===== src/rtl/instr_encoder.sv =====
// Encodes ALU micro-op requests into RV32I R/I-type words and queues them in a
// DEPTH-entry FIFO drained through a valid/ready handshake.
module instr_encoder #(
    parameter int unsigned DEPTH = 4,
    parameter int unsigned CNT_W = 16
) (
    input  logic                       clk,
    input  logic                       rst_n,
    input  logic                       in_valid,
    output logic                       in_ready,
    input  logic [2:0]                 in_alu_op,
    input  logic                       in_use_imm,
    input  logic [4:0]                 in_rd,
    input  logic [4:0]                 in_rs1,
    input  logic [4:0]                 in_rs2,
    input  logic [11:0]                in_imm,
    output logic                       out_valid,
    input  logic                       out_ready,
    output logic [31:0]                out_instr,
    output logic [$clog2(DEPTH):0]     fill_level,
    output logic                       err_illegal,
    output logic [CNT_W-1:0]           issued_cnt
);

    localparam int unsigned AW = $clog2(DEPTH);
    localparam logic [AW:0] C_FULL = (AW+1)'(DEPTH);

    logic [31:0]    r_mem [DEPTH];
    logic [AW-1:0]  r_wr_ptr;
    logic [AW-1:0]  r_rd_ptr;
    logic [AW:0]    r_count;
    logic           r_alive;
    logic           r_err;
    logic [CNT_W-1:0] r_issued;

    logic [2:0]     w_func3;
    logic [6:0]     w_func7;
    logic [11:0]    w_imm;
    logic [31:0]    w_word;
    logic           w_illegal;
    logic           w_accept;
    logic           w_push;
    logic           w_pop;

    always_comb begin
        w_func3 = 3'b000;
        w_func7 = 7'b0000000;
        w_imm   = in_imm;
        unique case (in_alu_op)
            3'b000: w_func3 = 3'b000;
            3'b001: begin
                w_func3 = 3'b000;
                w_func7 = 7'b0100000;
            end
            3'b010: w_func3 = 3'b010;
            3'b011: w_func3 = 3'b001;
            3'b100: w_func3 = 3'b101;
            3'b101: w_func3 = 3'b111;
            3'b110: w_func3 = 3'b110;
            3'b111: w_func3 = 3'b100;
            default: w_func3 = 3'b000;
        endcase
        // I-type shifts carry only the 5-bit shamt; upper imm bits are dropped
        if (in_alu_op == 3'b011 || in_alu_op == 3'b100) begin
            w_imm = {7'b0000000, in_imm[4:0]};
        end
        if (in_use_imm) begin
            w_word = {w_imm, in_rs1, w_func3, in_rd, 7'b0010011};
        end else begin
            w_word = {w_func7, in_rs2, in_rs1, w_func3, in_rd, 7'b0110011};
        end
    end

    // in_ready is held low until the first edge after reset release
    assign in_ready   = r_alive && (r_count < C_FULL);
    assign out_valid  = (r_count != '0);
    assign out_instr  = r_mem[r_rd_ptr];
    assign fill_level = r_count;
    assign err_illegal = r_err;
    assign issued_cnt  = r_issued;

    assign w_illegal = (in_alu_op == 3'b001) && in_use_imm;
    assign w_accept  = in_valid && in_ready;
    assign w_push    = w_accept && !w_illegal;
    assign w_pop     = out_valid && out_ready;

    always_ff @(posedge clk or negedge rst_n) begin
        if (!rst_n) begin
            for (int unsigned i = 0; i < DEPTH; i++) begin
                r_mem[i] <= '0;
            end
            r_wr_ptr <= '0;
            r_rd_ptr <= '0;
            r_count  <= '0;
            r_alive  <= 1'b0;
            r_err    <= 1'b0;
            r_issued <= '0;
        end else begin
            r_alive <= 1'b1;
            r_err   <= w_accept && w_illegal;
            if (w_push) begin
                r_mem[r_wr_ptr] <= w_word;
                r_wr_ptr        <= r_wr_ptr + 1'b1;
            end
            if (w_pop) begin
                r_rd_ptr <= r_rd_ptr + 1'b1;
                r_issued <= r_issued + 1'b1;
            end
            if (w_push && !w_pop) begin
                r_count <= r_count + 1'b1;
            end else if (!w_push && w_pop) begin
                r_count <= r_count - 1'b1;
            end
        end
    end

endmodule


===== config.mk =====
export PLATFORM = sky130hd
export DESIGN_NAME = instr_encoder
export DESIGN_NICKNAME = d
export VERILOG_FILES = /design/src/rtl/instr_encoder.sv
export SDC_FILE = /design/constraint.sdc
export NUM_CORES = 1
export LEC_CHECK = 0
export CAP_MARGIN = 5
export CORE_AREA = 2 2 127 129
export DETAILED_ROUTE_END_ITERATION = 10
export DIE_AREA = 0 0 129 131
export PLACE_DENSITY = 0.64
export SYNTH_ARGS = -nofsm -noshare
export SYNTH_HDL_FRONTEND = slang
export SYNTH_SLANG_ARGS = --single-unit

===== constraint.sdc =====
create_clock -name clk -period 6.8 [get_ports clk]
set_clock_uncertainty 0.2 [all_clocks]
set_input_delay 1.02 -clock clk [delete_from_list [all_inputs] [get_ports clk]]
set_output_delay 1.02 -clock clk [all_outputs]
set_load 0.03 [all_outputs]

==> impl_metrics.ini <==
[status]
outcome = completed

[die]
die_h_um = 131
core_area_um2 = 15600
initial_core_util = 0.393
dieWidth_um = 129
io-pin-count = 89
row_count = 46
die-area_um2 = 16900

[timing]
fin_setup_tns_ns = 0
finalCriticalPeriod_ns = 3.99
relSlewSlack = 0.270
slew_violations = 0
setup_viol = 0
hold_viol_final = 0
rsz0062_at_grt = no
period_share = 0.586
max_clock_freq_ghz = 0.251
tightestPinTransition_ns = 1.09

[global_route]
grt-ovfl-total = 0
grt_pass1_wl_mm = 20.5
grt_util_met3 = 0.0542
grtUsageMet2 = 0.265
track_usage = 0.161
grt_util_met1 = 0.208
grt_max_degree = 73
grt_pass1_vias = 3826
grt.busiest_layer = met2
antenna_found_initial = 0

[clock_network]
cts_buffer_depth = 2
clk_pin_slew_ns = 0.05
cts_tree = built
cts_sinks = 133
cts_buffers = 17
cts_hold_buffers = 0
cts.htree.levels = 4
cts_root_buffer = clkbuf_16
clk_latency_ns = 0.40
cts_setup_buffers = 0
cts_resized = 0

[worst_hold_path]
min_path_type = register to register

[power_and_ir_drop]
ir_drop_mv = 0.194
p_leak_nw = 3.40
clkPwrFrac = 0.239
intPower_mw = 2.57
p_per_area_nw_per_um2 = 502
swShare = 0.334
seq_power_share = 0.355
p_switching_mw = 1.29
p_comb_frac = 0.406

[detailed_routing]
dr.pass1.iters = 4
viasPerCell = 4.99
ant_nets = 0
drc_errors = 0
vias = 3533
wl_per_cell_um = 17.6
drt_iter0_markers = 197
drt_wl_total_mm = 12.5

[worst_setup_path]
crit_buf_inv = 1
end_kind = primary output
reg2reg_from = fill_level[2]
crit_required_ns = 5.58
rr_worst_depth = 8
worst_r2r_endpoint = fill_level[2]
cp_num_cells = 2
crit_chain = mux4_2 > clkdlybuf4s50_1
crit_slowest_cell = dfrtp_2
critPathKind = register to primary output
startpoint_type = register
crit_fanout = 29
critPathLaunch = r_rd_ptr[0]
crit_path_max_incr_delay_ns = 1.09
crit_family = flip-flops
endpoint = out_instr[1]
r2r_slack_ns = 4.31
critical_path_arrival_ns = 2.77

[yosys]
ys_warn_count = 0
synth.avg_cell_area_um2 = 15.5
yosysUniqueCellTypes = 39
ys_top_cells_by_count = dfrtp_1 (133), mux2_2 (94), mux4_2 (27)
synth_edf_count = 0
synth-main-ff-cell = dfrtp_1
synth_seq_area_share = 0.543
synth_area_leaders = dfrtp_1 (54%), mux2_2 (17%), mux4_2 (9.9%)
yosysMostFrequentCell = dfrtp_1
syn_inst = 395
synth-seq-cells = 133
synth_top_area_cell = dfrtp_1
synth_area_um2 = 6130
synth_top_area_share = 0.543
async_flop_share = 1.00

[finish]
synthToLayoutAreaGrowth_pct = 25.5
final-seq-area_um2 = 3330
diodes = 0
finalNetCount = 521
instances_no_fill = 708
drive_gt1_frac = 0.360
nFillCells = 1353
multi_input_area_um2 = 2590

[place]
finalWeightedCongestion = 0.745
dp_hpwl_mm = 7.88
io_buffers = 85
dp.cells = 676

[flow_run]
cap_violations = 0
==> worst min path at each step <==
stage,end,slack [ns],depth (start not counted),startpoint
floorplan,r_mem[36],0.23,1,r_mem[36]
detailed placement,r_mem[36],0.25,1,r_mem[36]
finish,r_mem[4],0.26,1,r_mem[4]
global route,r_mem[100],0.29,1,r_mem[100]
global placement,r_mem[36],0.24,1,r_mem[36]
CTS,r_mem[36],0.26,1,r_mem[36]
==> sequential cells by signal, summed over array words and instances, names as in the netlist <==
signal	count
r_mem	108
r_rd_ptr	2
issued_cnt	16
err_illegal	1
r_wr_ptr	2
r_alive	1
fill_level	3
==> worst register-to-register path, delay by kind of cell, from the launching register on <==
| family | cells | cell delay (ns) |
|---|---|---|
| xor+xnor | 2 | 0.30 |
| fa+ha+maj | 2 | 0.60 |
| buf+inv | 1 | 0.06 |
| flops | 1 | 0.43 |
| simple gates | 3 | 0.83 |
==> placed cells by master (no fill, tap or decap), types with 2 or more instances in the layout <==
cell type / synthesis / final
bufinv_16: 0 / 2
nand3_1: 6 / 6
nand4_1: 3 / 3
dfrtp_1: 133 / 132
clkbuf_16: 0 / 17
mux2_2: 94 / 94
nand3_4: 4 / 4
clkbuf_8: 0 / 7
conb_1: 2 / 4
clkdlybuf4s50_1: 0 / 84
ha_1: 6 / 6
xnor2_1: 14 / 14
nand2b_1: 4 / 4
nand2_1: 16 / 16
nor2_1: 4 / 4
buf_4: 7 / 2
o21ai_0: 7 / 7
nor3_1: 2 / 2
mux4_2: 27 / 27
xor2_1: 7 / 7
and3_1: 10 / 10
mux2_1: 2 / 2
mux2_4: 10 / 10
clkinv_2: 0 / 3
inv_1: 4 / 4
==> area by class of cell <==
class | instances | share of cell area
Clock buffer | 25 | 0.0683
Clock inverter | 7 | 0.0119
Inverter | 5 | 0.00341
Multi-Input combinational cell | 235 | 0.336
Sequential cell | 133 | 0.433
Tap cell | 216 | 0.0351
Timing Repair Buffer | 87 | 0.113
==> power by group through the flow <==
| stage | registers (mW) | logic (mW) | clock network [mW] |
|---|---|---|---|
| after CTS | 1.38 | 1.59 | 0.945 |
| after global routing | 1.43 | 1.67 | 0.985 |
| after floorplan | 1.31 | 1.12 | 0 |
| final | 1.37 | 1.57 | 0.923 |
| after detailed placement | 1.39 | 1.59 | 0 |
| after global placement | 1.36 | 1.56 | 0 |
==> stage by stage <==
step / power [mW] / util / cell area, um2 / setup WS (ns) / hold WS, ns
6_report: 3.86 / 0.493 / 7700 / 2.81 / 0.260
5_1_grt: 4.08 / 0.493 / 7700 / 2.61 / 0.291
4_1_cts: 3.92 / 0.493 / 7700 / 2.71 / 0.265
3_5_place_dp: 2.98 / 0.454 / 7080 / 2.42 / 0.249
3_3_place_gp: 2.92 / 0.454 / 7080 / 2.54 / 0.244
2_1_floorplan: 2.43 / - / 6140 / 3.86 / 0.229
==> routing by layer <==
metal  vias to the layer above  routed length, um  part of all wire
met3                         7                659             0.053
met1                      1858               5550              0.45
met2                        77               6180              0.50
met4                         0                 78            0.0063
met5                         -                  0                 0
li1                       1591                  -                 -
==> cell families (layout without fill, tap and decap cells) <==
| family | count (synthesis) | after routing | share of synthesized area |
|---|---|---|---|
| compound gates | 9 | 9 | 0.00816 |
| mux | 134 | 134 | 0.302 |
| simple gates | 60 | 60 | 0.0641 |
| other cells | 2 | 4 | 0.00122 |
| flops | 133 | 133 | 0.543 |
| xor+xnor | 21 | 21 | 0.0300 |
| fa+ha+maj | 7 | 7 | 0.0155 |
| buf+inv | 29 | 124 | 0.0365 |
(Power assumes the default switching activity.)
